**src/rtl/mdu_pkg.sv**
```systemverilog
// Shared definitions for the iterative multiply/divide unit:
// op and state encodings, iteration count and a magnitude helper.
package mdu_pkg;

    typedef enum logic [1:0] {
        OP_MULT  = 2'b00,
        OP_MULTU = 2'b01,
        OP_DIV   = 2'b10,
        OP_DIVU  = 2'b11
    } mduOp_t;

    typedef enum logic [1:0] {
        IDLE = 2'b00,
        MUL  = 2'b01,
        DIV  = 2'b10,
        DONE = 2'b11
    } mduState_t;

    localparam int unsigned ITERATIONS = 32;

    function automatic logic [31:0] magnitude(input logic [31:0] value, input logic signedOp);
        return (signedOp && value[31]) ? (~value + 32'd1) : value;
    endfunction

endpackage

```
**src/rtl/mdu_divider.sv**
```systemverilog
// Restoring divider datapath: one quotient bit per step on unsigned magnitudes.
// Exposes the next-step quotient/remainder so the final step can be captured directly.
module mdu_divider (
    input  logic        clk,
    input  logic        resetn,
    input  logic        start,
    input  logic        step,
    input  logic [31:0] dividendMag,
    input  logic [31:0] divisorMag,
    output logic [31:0] quotNext,
    output logic [31:0] remNext
);

    logic [31:0] quo;
    logic [31:0] rem;
    logic [31:0] divisor;
    logic [32:0] shifted;
    logic [32:0] diff;

    always_comb begin
        shifted  = {rem, quo[31]};
        diff     = shifted - {1'b0, divisor};
        quotNext = {quo[30:0], ~diff[32]};
        remNext  = diff[32] ? shifted[31:0] : diff[31:0];
    end

    always_ff @(posedge clk or negedge resetn) begin
        if (!resetn) begin
            quo     <= '0;
            rem     <= '0;
            divisor <= '0;
        end else if (start) begin
            quo     <= dividendMag;
            rem     <= '0;
            divisor <= divisorMag;
        end else if (step) begin
            quo <= quotNext;
            rem <= remNext;
        end
    end

endmodule

```
**src/rtl/mdu_iterative.sv**
```systemverilog
// Iterative MIPS HI/LO multiply/divide unit: 32-cycle shift-add multiply,
// 32-cycle restoring divide, MTHI/MTLO writes, stall handshake via MDUReadyE.
module mdu_iterative
    import mdu_pkg::*;
(
    input  logic        clk,
    input  logic        resetn,
    input  logic        MDUStartE,
    input  logic [1:0]  MDUOpE,
    input  logic [31:0] SrcAE,
    input  logic [31:0] SrcBE,
    input  logic        HIWriteE,
    input  logic        LOWriteE,
    output logic [31:0] HIOut,
    output logic [31:0] LOOut,
    output logic        MDUReadyE
);

    mduState_t   state;
    mduOp_t      opReg;
    logic [5:0]  iterCount;
    logic [31:0] mcand;
    logic [63:0] prod;
    logic        signA;
    logic        signB;
    logic [31:0] hiReg;
    logic [31:0] loReg;

    logic        signedOpIn;
    logic [31:0] magA;
    logic [31:0] magB;
    logic        lastIter;
    logic [32:0] partialSum;
    logic [63:0] prodNext;
    logic [63:0] mulResult;
    logic [31:0] quotNext;
    logic [31:0] remNext;
    logic [31:0] quotResult;
    logic [31:0] remResult;
    logic        divStart;

    always_comb begin
        signedOpIn = ~MDUOpE[0];
        magA       = magnitude(SrcAE, signedOpIn);
        magB       = magnitude(SrcBE, signedOpIn);
        divStart   = (state == IDLE) && MDUStartE && MDUOpE[1];
        lastIter   = (iterCount == 6'(ITERATIONS - 1));
    end

    // Shift-add: the low half of prod starts as the multiplier and drains out as
    // product bits shift in from the top.
    always_comb begin
        partialSum = {1'b0, prod[63:32]} + {1'b0, (prod[0] ? mcand : 32'd0)};
        prodNext   = {partialSum, prod[31:1]};
        mulResult  = ((opReg == OP_MULT) && (signA ^ signB)) ? (~prodNext + 64'd1) : prodNext;
    end

    mdu_divider u_divider (
        .clk        (clk),
        .resetn     (resetn),
        .start      (divStart),
        .step       (state == DIV),
        .dividendMag(magA),
        .divisorMag (magB),
        .quotNext   (quotNext),
        .remNext    (remNext)
    );

    always_comb begin
        quotResult = quotNext;
        remResult  = remNext;
        if (opReg == OP_DIV) begin
            if (signA ^ signB) quotResult = ~quotNext + 32'd1;
            if (signA)         remResult  = ~remNext + 32'd1;
        end
    end

    always_comb begin
        case (state)
            IDLE:    MDUReadyE = ~MDUStartE;
            DONE:    MDUReadyE = 1'b1;
            default: MDUReadyE = 1'b0;
        endcase
    end

    always_ff @(posedge clk or negedge resetn) begin
        if (!resetn) begin
            state     <= IDLE;
            opReg     <= OP_MULT;
            iterCount <= '0;
            mcand     <= '0;
            prod      <= '0;
            signA     <= 1'b0;
            signB     <= 1'b0;
            hiReg     <= '0;
            loReg     <= '0;
        end else begin
            case (state)
                IDLE: begin
                    if (MDUStartE) begin
                        opReg     <= mduOp_t'(MDUOpE);
                        signA     <= signedOpIn & SrcAE[31];
                        signB     <= signedOpIn & SrcBE[31];
                        mcand     <= magA;
                        prod      <= {32'd0, magB};
                        iterCount <= '0;
                        state     <= MDUOpE[1] ? DIV : MUL;
                    end else begin
                        if (HIWriteE) hiReg <= SrcAE;
                        if (LOWriteE) loReg <= SrcAE;
                    end
                end
                MUL: begin
                    prod      <= prodNext;
                    iterCount <= iterCount + 6'd1;
                    if (lastIter) begin
                        hiReg <= mulResult[63:32];
                        loReg <= mulResult[31:0];
                        state <= DONE;
                    end
                end
                DIV: begin
                    iterCount <= iterCount + 6'd1;
                    if (lastIter) begin
                        hiReg <= remResult;
                        loReg <= quotResult;
                        state <= DONE;
                    end
                end
                DONE: begin
                    iterCount <= '0;
                    state     <= IDLE;
                end
                default: state <= IDLE;
            endcase
        end
    end

    assign HIOut = hiReg;
    assign LOOut = loReg;

endmodule
```
**config.mk**
```make
export PLATFORM = sky130hd
export DESIGN_NAME = mdu_iterative
export DESIGN_NICKNAME = d
export VERILOG_FILES = /design/src/rtl/mdu_pkg.sv /design/src/rtl/mdu_divider.sv /design/src/rtl/mdu_iterative.sv
export SDC_FILE = /design/constraint.sdc
export NUM_CORES = 1
export LEC_CHECK = 0
export ABC_AREA = 1
export BUFFER_PORTS_ARGS = -buffer_cell sky130_fd_sc_hd__buf_2
export CORE_ASPECT_RATIO = 1.5
export CORE_MARGIN = 1.5
export CORE_UTILIZATION = 40
export DETAILED_ROUTE_END_ITERATION = 6
export PLACE_DENSITY = 0.65
export SLEW_MARGIN = 30
export SYNTH_ARGS = -nofsm -noshare
export SYNTH_HDL_FRONTEND = slang
export SYNTH_SLANG_ARGS = --single-unit
export TNS_END_PERCENT = 5
```
**constraint.sdc**
```tcl
create_clock -name clk -period 6.6 [get_ports clk]
set_clock_uncertainty 0.1 [all_clocks]
set_input_delay 0.66 -clock clk [delete_from_list [all_inputs] [get_ports clk]]
set_output_delay 0.66 -clock clk [all_outputs]
set_load 0.05 [all_outputs]
```
Word-level counts from Yosys, hierarchy flattened
Cells that the tools add are included.
{"block": "classes", "add_sub_neg": 8, "eq_ne": 12, "muxes": 32, "n_bitwise": 11, "reduce_logical": 16}
{"op": "two-way mux 32 bit", "n": 20}
{"op": "case mux 32 bit (3 select lines)", "n": 2}
{"op": "adder 32 x 1 -> 32 bit (second input constant)", "n": 4}
{"op": "two-way mux 64 bit", "n": 2}
{"op": "NOT 32 bit", "n": 4}
{"op": "case mux 64 bit (2 select lines)", "n": 1}
{"op": "adder 64 x 1 -> 64 bit (second input constant)", "n": 1}
{"op": "NOT 64 bit", "n": 1}
{"op": "adder 32 x 32 -> 33 bit", "n": 1}
{"op": "subtractor 33 x 32 -> 33 bit", "n": 1}
{"op": "case mux 6 bit (3 select lines)", "n": 1}
{"op": "inequality test 2 bit (second input constant)", "n": 6}
{"op": "AND reduction 5 bit", "n": 2}
{"op": "adder 6 x 1 -> 6 bit (second input constant)", "n": 1}
{"op": "== test 2 bit (second input constant)", "n": 3}
{"op": "== test 6 x 5 -> 1 bit (second input constant)", "n": 1}
{"op": "two-way mux 2 bit", "n": 3}
{"op": "two-way mux 6 bit", "n": 1}
{"op": "case mux 2 bit (3 select lines)", "n": 1}
{"op": "AND reduction 2 bit", "n": 3}
{"op": "logical AND 1 bit", "n": 5}
{"op": "logical NOT 2 bit", "n": 2}
{"op": "nonzero test 2 bit", "n": 2}
{"op": "NOT 1 bit", "n": 3}
{"op": "other kinds (7)", "n": 8}
{"block": "totals", "regBits": 268, "in_bits": 71, "output_inout_bits": 65, "wordCells": 91}

Logic depth before layout (Yosys ltp)
{"block": "logic_depth", "word_depth": 8, "mapped_depth": 32, "mapped_depth_nobuf": 30}

Modules after synthesis
Synthesis repeated with hierarchy kept, for this count alone.
{"block": "unflattened", "hier_cells": 3754, "hier_area_um2": 23346.1}
{"mod": "mdu_iterative", "n_inst": 1, "cells_per_inst": 2618, "area_each_um2": 15995.3, "seq_area_each_um2": 4304.1}
{"mod": "mdu_divider", "n_inst": 1, "cells_per_inst": 1136, "area_each_um2": 7350.8, "seq_area_each_um2": 2402.3}

Worst setup path after synthesis
No wires, ideal clock.
{"block": "synth_path", "kind": "flip-flop to flip-flop", "from": "reg u_divider.divisor[0]", "to": "reg loReg[28], in the netlist LOOut[28]", "setup_time_ns": 0.135, "arrival_time_ns": 3.803, "required_ns": 6.365, "setup_slack_ns": 2.562, "path_stages_with_launch": 32, "n_path_buf": 2, "period_less_slack_ns": 4.038, "cell_sequence": "dfrtp_1 -> ha_1 -> fa_1 -> inv_1 -> nand2_1 -> nand2_1 -> nand3_1 -> nand2_2 -> nand2_1 -> nand2_2 -> nand2_4 -> nand2_4 -> nand2_4 -> nand2_4 -> buf_6 -> buf_6 -> ha_1 -> inv_1 -> nor2_1 -> nand4_1 -> nor3_1 -> nand4_1 -> inv_1 -> nand2_1 -> inv_1 -> nand4_1 -> o21ai_0 -> nand2_1 -> nand2_1 -> o21ai_0 -> a21oi_1 -> o21ai_0"}
{"block": "synth_between", "elab_chain_len": 8}
{"item": "start, declared", "line": "mdu_divider.sv:16", "text": "logic [31:0] divisor;"}
{"item": "start signal, assigned", "line": "mdu_divider.sv:35", "text": "divisor <= divisorMag;"}
{"item": "subtractor 33 x 32 -> 33 bit", "line": "mdu_divider.sv:22", "text": "diff = shifted - {1'b0, divisor};"}
{"item": "NOT 1 bit", "line": "mdu_divider.sv:23", "text": "quotNext = {quo[30:0], ~diff[32]};"}
{"item": "NOT 32 bit", "line": "mdu_iterative.sv:73", "text": "if (signA ^ signB) quotResult = ~quotNext + 32'd1;"}
{"item": "adder 32 x 1 -> 32 bit", "line": "mdu_iterative.sv:73"}
{"item": "two-way mux 32 bit", "line": "mdu_iterative.sv:73"}
{"item": "two-way mux 32 bit", "line": "mdu_iterative.sv:72", "text": "if (opReg == OP_DIV) begin"}
{"item": "two-way mux 32 bit", "line": "mdu_iterative.sv:124", "text": "if (lastIter) begin"}
{"item": "case mux 32 bit (3 select lines)", "line": "mdu_iterative.sv:98", "text": "case (state)"}
{"item": "end signal, assigned", "line": "mdu_iterative.sv:110", "text": "if (LOWriteE) loReg <= SrcAE;"}
{"item": "end signal, assigned", "line": "mdu_iterative.sv:118", "text": "loReg <= mulResult[31:0];"}
{"item": "end signal, assigned", "line": "mdu_iterative.sv:126", "text": "loReg <= quotResult;"}
{"item": "end, declared", "line": "mdu_iterative.sv:27", "text": "logic [31:0] loReg;"}
No other way between the ends. The select of a mux whose other input is x is not followed.
A chain may end at the register's enable or synchronous reset.

Worst setup path after layout
Ends and elaborated chain as after synthesis.

==> results.env <==
OUTCOME='complete, no violations'
SYNTH_FF_TYPE='sky130_fd_sc_hd__dfrtp_1'
WL_PER_CELL_UM=20.6
ACHIEVABLE-FREQUENCY_GHz=0.223
ANT_NETS=0
GRT_SETUP_UNREPAIRED='no'
P_SW_SHARE_PCT=57.0
IO_BUFFER_COUNT=135
FIN_UTIL_PCT=44.6
NETLIST_AREA_MM2=0.0220
DETAILEDPLACE.WORSTSLACK_NS=2.21
YOSYS.CELL_TYPES.COUNT=59
DIE_FOOTPRINT_MM2=0.0564
SYNTH_AREA_PER_CELL_UM2=6.33
NETLIST_INSTANCES=3471
SLEW_HEADROOM_PCT=31.4
DPL.HPWL_UM=69500
POWER.DENSITY_mW_PER_MM2=564
NET_SWITCHING_POWER_mW=7.81
POSTSYNTHREGISTERBITS=268
CTS_REPAIR_RESIZE_COUNT=0
FILL_CELLS=5888
STD_CELL_ROWS=105
IOPINCOUNT=136
TOTALNEGATIVESETUPSLACK_NS=0
CRITPATHMOSTFREQUENTCELL='sky130_fd_sc_hd__nand2_1'
CRIT_PATH_TOP_DELAY_CELL='sky130_fd_sc_hd__nor3_1'
COMBINATIONALPOWERSHARE_PCT=65.4
INTERNAL_POWER_mW=5.91
TRITONCTS='yes'
FIRST_DRT_ITERATION_DRCS=2040
LEAKAGEPOWER_nW=12.6
LARGEST_NET_DEGREE_AT_THE_START_OF_GLOBAL_ROUTING=124
START_UTIL_PCT=40.3
SYNTH_ENABLE_FLOP_CELLS=0
CRIT_PATH_START_KIND='register'
GP_CONGESTION=1.03
GRT_OVERFLOW_TOTAL=0
PATH_DELAY_FAMILY='simple AND/OR/NAND/NOR gates'
TOTAL_AREA_OF_SEQUENTIAL_CELLS_MM2=0.00671
PLACED_CELLS_INCL_TAPS=4204
VIA_COUNT=23729
NUMBER_OF_FAILING_HOLD_ENDPOINTS_AT_THE_FINAL_STAGE=0
CRITPATHMAXSTAGEDELAY_NS=0.47
NNETSFINAL=3689
CLK_PIN_SLEW_WORST_PATHS_NS=0.07
FIN_CRIT_NS=4.48
FINALNONFILLERCELLS=4260
ROOT_BUFFER='sky130_fd_sc_hd__clkbuf_16'
TRITONCTS.NUM_BUFFERS=30
VDD.IR_DROP.WORST_mV=0.531
GRT_PASS1_WL_UM=134000
TOTAL_POWER_mW=13.7
TOTALWIRELENGTH_UM=87900
SLEW_WORST_PIN_NS=1.03
SYNTH_NETS=3618
INITIAL_ANTENNA_VIOLATION_COUNT=2
CRITPATHBUFINV=4
CRITICAL_PATH.ENDPOINT_TYPE='register'
CP_DATA_ARRIVAL_TIME_NS=4.87
CTS_SETUP_BUFFERS=0
FIRST_GLOBAL_VIAS=22968
DIE_X_UM=194
GRT.TOTAL_USAGE_PCT=30.8
P_SEQ_SHARE_PCT=21.0
CTS_MAX_PATH_BUFFERS=3
DRT_PRE_ANTENNA_ITERS=6
YOSYSWARNINGCOUNT=0
CLOCKPOWERSHARE_PCT=13.5
DRCVIOLATIONCOUNT=0
SETUP_SLACK_NS=2.12
CLK-INSERTION-DELAY-LATE_NS=0.63
DRV_CAP=0
FIN_CRIT_SH_PCT=68.0
CRITICALPATHCATEGORY='reg -> reg'
DIE_H_UM=290
ASYNC_FLOP_SHARE_PCT=100
ANTENNA_CELLS=0
POST_ROUTE_CELLS_DRIVE_ABOVE_1_SHARE_PCT=9.00
VIA_PER_INSTANCE_RATIO=5.57
HOLDBUFCOUNTCTS=1
SYNTH-SEQ-AREA-SHARE_PCT=30.5
MULTIINPUTGATEAREA_MM2=0.0132
REPORT.FINAL.SETUP_VIOL=0
CP_MAX_FANOUT=5
CLOCK_SINKS=268
CTS_HTREE_LEVELS=1
MAX_SLEW_VIO_COUNT=0
TIMING.HOLD.WORST.CLASS='in -> reg'
SYN2LAYOUT_AREA_GROWTH_PCT=10.8
FLOORPLAN.CORE_AREA_MM2=0.0545
WORSTPATHREQUIRED_NS=6.99
[synthesized netlist by cell type, drive strengths merged (15+ instances only)]
cell | number | area share, %
nand2 | 1063 | 19
inv | 438 | 7.5
o21ai | 384 | 8.9
nor2 | 344 | 6.2
dfrtp | 268 | 31
nand3 | 197 | 4.6
a21oi | 186 | 4.3
clkbuf | 96 | 1.6
ha | 74 | 4.2
nor3 | 67 | 1.5
xor2 | 53 | 2.1
nand4 | 33 | 0.94
o22ai | 32 | 0.91
xnor2 | 32 | 1.3
a21boi | 29 | 0.99
or2 | 29 | 0.83
buf | 24 | 0.65
nor4 | 15 | 0.43
o211ai | 15 | 0.51
[path summary, 6_finish.rpt]
kind                                       from   endpoint  slack, ns  depth (start not counted)
hold / removal                        MDUOpE[1]   state[0]       0.28                          4
setup reg to reg           u_divider.divisor[0]  LOOut[28]       2.12                         29
setup / recovery           u_divider.divisor[0]  LOOut[28]       2.12                         29
min in group asynchronous                resetn   LOOut[4]       0.53                          2
max in group asynchronous                resetn   prod[61]       4.58                          3
hold reg to reg                       LOOut[19]  LOOut[19]       0.38                          2
[through the flow]
stage	cell area (um2)	hold WS [ns]
3_3_place_gp	23300	0.361
6_report	24300	0.280
3_5_place_dp	23300	0.367
2_1_floorplan	22000	0.264
4_1_cts	24300	0.275
5_1_grt	24300	0.281
[flip-flops by register name, indices dropped and copies added, names as in the netlist]
signal and cells:
opReg 2, iterCount 6, u_divider.divisor 32, prod 64, state 2, u_divider.quo 32, signB 1, u_divider.rem 32
LOOut 32, HIOut 32, signA 1, mcand 32
[per-layer routing]
| metal | vias to the layer above | GRT usage, % | wire length (um) |
|---|---|---|---|
| li1 | 11406 | - | - |
| met1 | 11089 | 35.2 | 33100 |
| met2 | 944 | 53.9 | 42500 |
| met3 | 288 | 3.37 | 5410 |
| met4 | 2 | 21.2 | 6880 |
| met5 | - | 0 | 11 |
[tightest hold or removal path, stage by stage]
cell and delay (ns):
sky130_fd_sc_hd__buf_2 0.09, sky130_fd_sc_hd__o21ai_0 0.08, sky130_fd_sc_hd__nand2_1 0.07, sky130_fd_sc_hd__o21ai_0 0.07
[cells by family after synthesis]
logic type / Yosys count / synth area share [%]
simple gates: 1767 / 33.8
compound gates: 711 / 18.0
buf+inv: 564 / 9.88
flops: 268 / 30.5
xor+xnor: 85 / 3.39
fa+ha+maj: 76 / 4.40
[cell type report]
| type | instances | area share (%) |
|---|---|---|
| clock buffer | 37 | 3.27 |
| clock inverter | 18 | 1.10 |
| inverter | 444 | 6.85 |
| multi-input combinational | 2639 | 54.0 |
| sequential | 268 | 27.6 |
| tap | 695 | 3.57 |
| timing repair buffer | 159 | 3.62 |
[power by group through the flow]
stage                     logic (mW)  clock network [mW]  registers [mW]
after global routing            9.86                1.93            2.95
after detailed placement        8.80                   0            2.89
after floorplan                 5.66                   0            3.33
final                           8.98                1.86            2.88
after CTS                       8.84                1.87            2.87
after global placement          8.75                   0            2.88
[layout by cell type (no fill, tap or decap), types with 12 or more instances in the layout]
master                         n
sky130_fd_sc_hd__nand3_1     192
sky130_fd_sc_hd__a21boi_1     16
sky130_fd_sc_hd__buf_2       134
sky130_fd_sc_hd__o21ai_0     356
sky130_fd_sc_hd__clkbuf_16    30
sky130_fd_sc_hd__nand2_2      25
sky130_fd_sc_hd__dfrtp_1     268
sky130_fd_sc_hd__o22ai_1      32
sky130_fd_sc_hd__xnor2_1      32
sky130_fd_sc_hd__inv_2        12
sky130_fd_sc_hd__nor2_1      324
sky130_fd_sc_hd__ha_1         71
sky130_fd_sc_hd__nor2_2       15
sky130_fd_sc_hd__buf_4        22
sky130_fd_sc_hd__xor2_1       53
sky130_fd_sc_hd__o211ai_1     15
sky130_fd_sc_hd__or2_2        25
sky130_fd_sc_hd__a21boi_0     13
sky130_fd_sc_hd__nand4_1      33
sky130_fd_sc_hd__o221ai_1     13
sky130_fd_sc_hd__inv_1       425
sky130_fd_sc_hd__a21oi_1     183
sky130_fd_sc_hd__nor4_1       15
sky130_fd_sc_hd__nor3_1       65
sky130_fd_sc_hd__o21ai_1      17
sky130_fd_sc_hd__nand2_1    1032
Power figures use the tool's default switching activity.
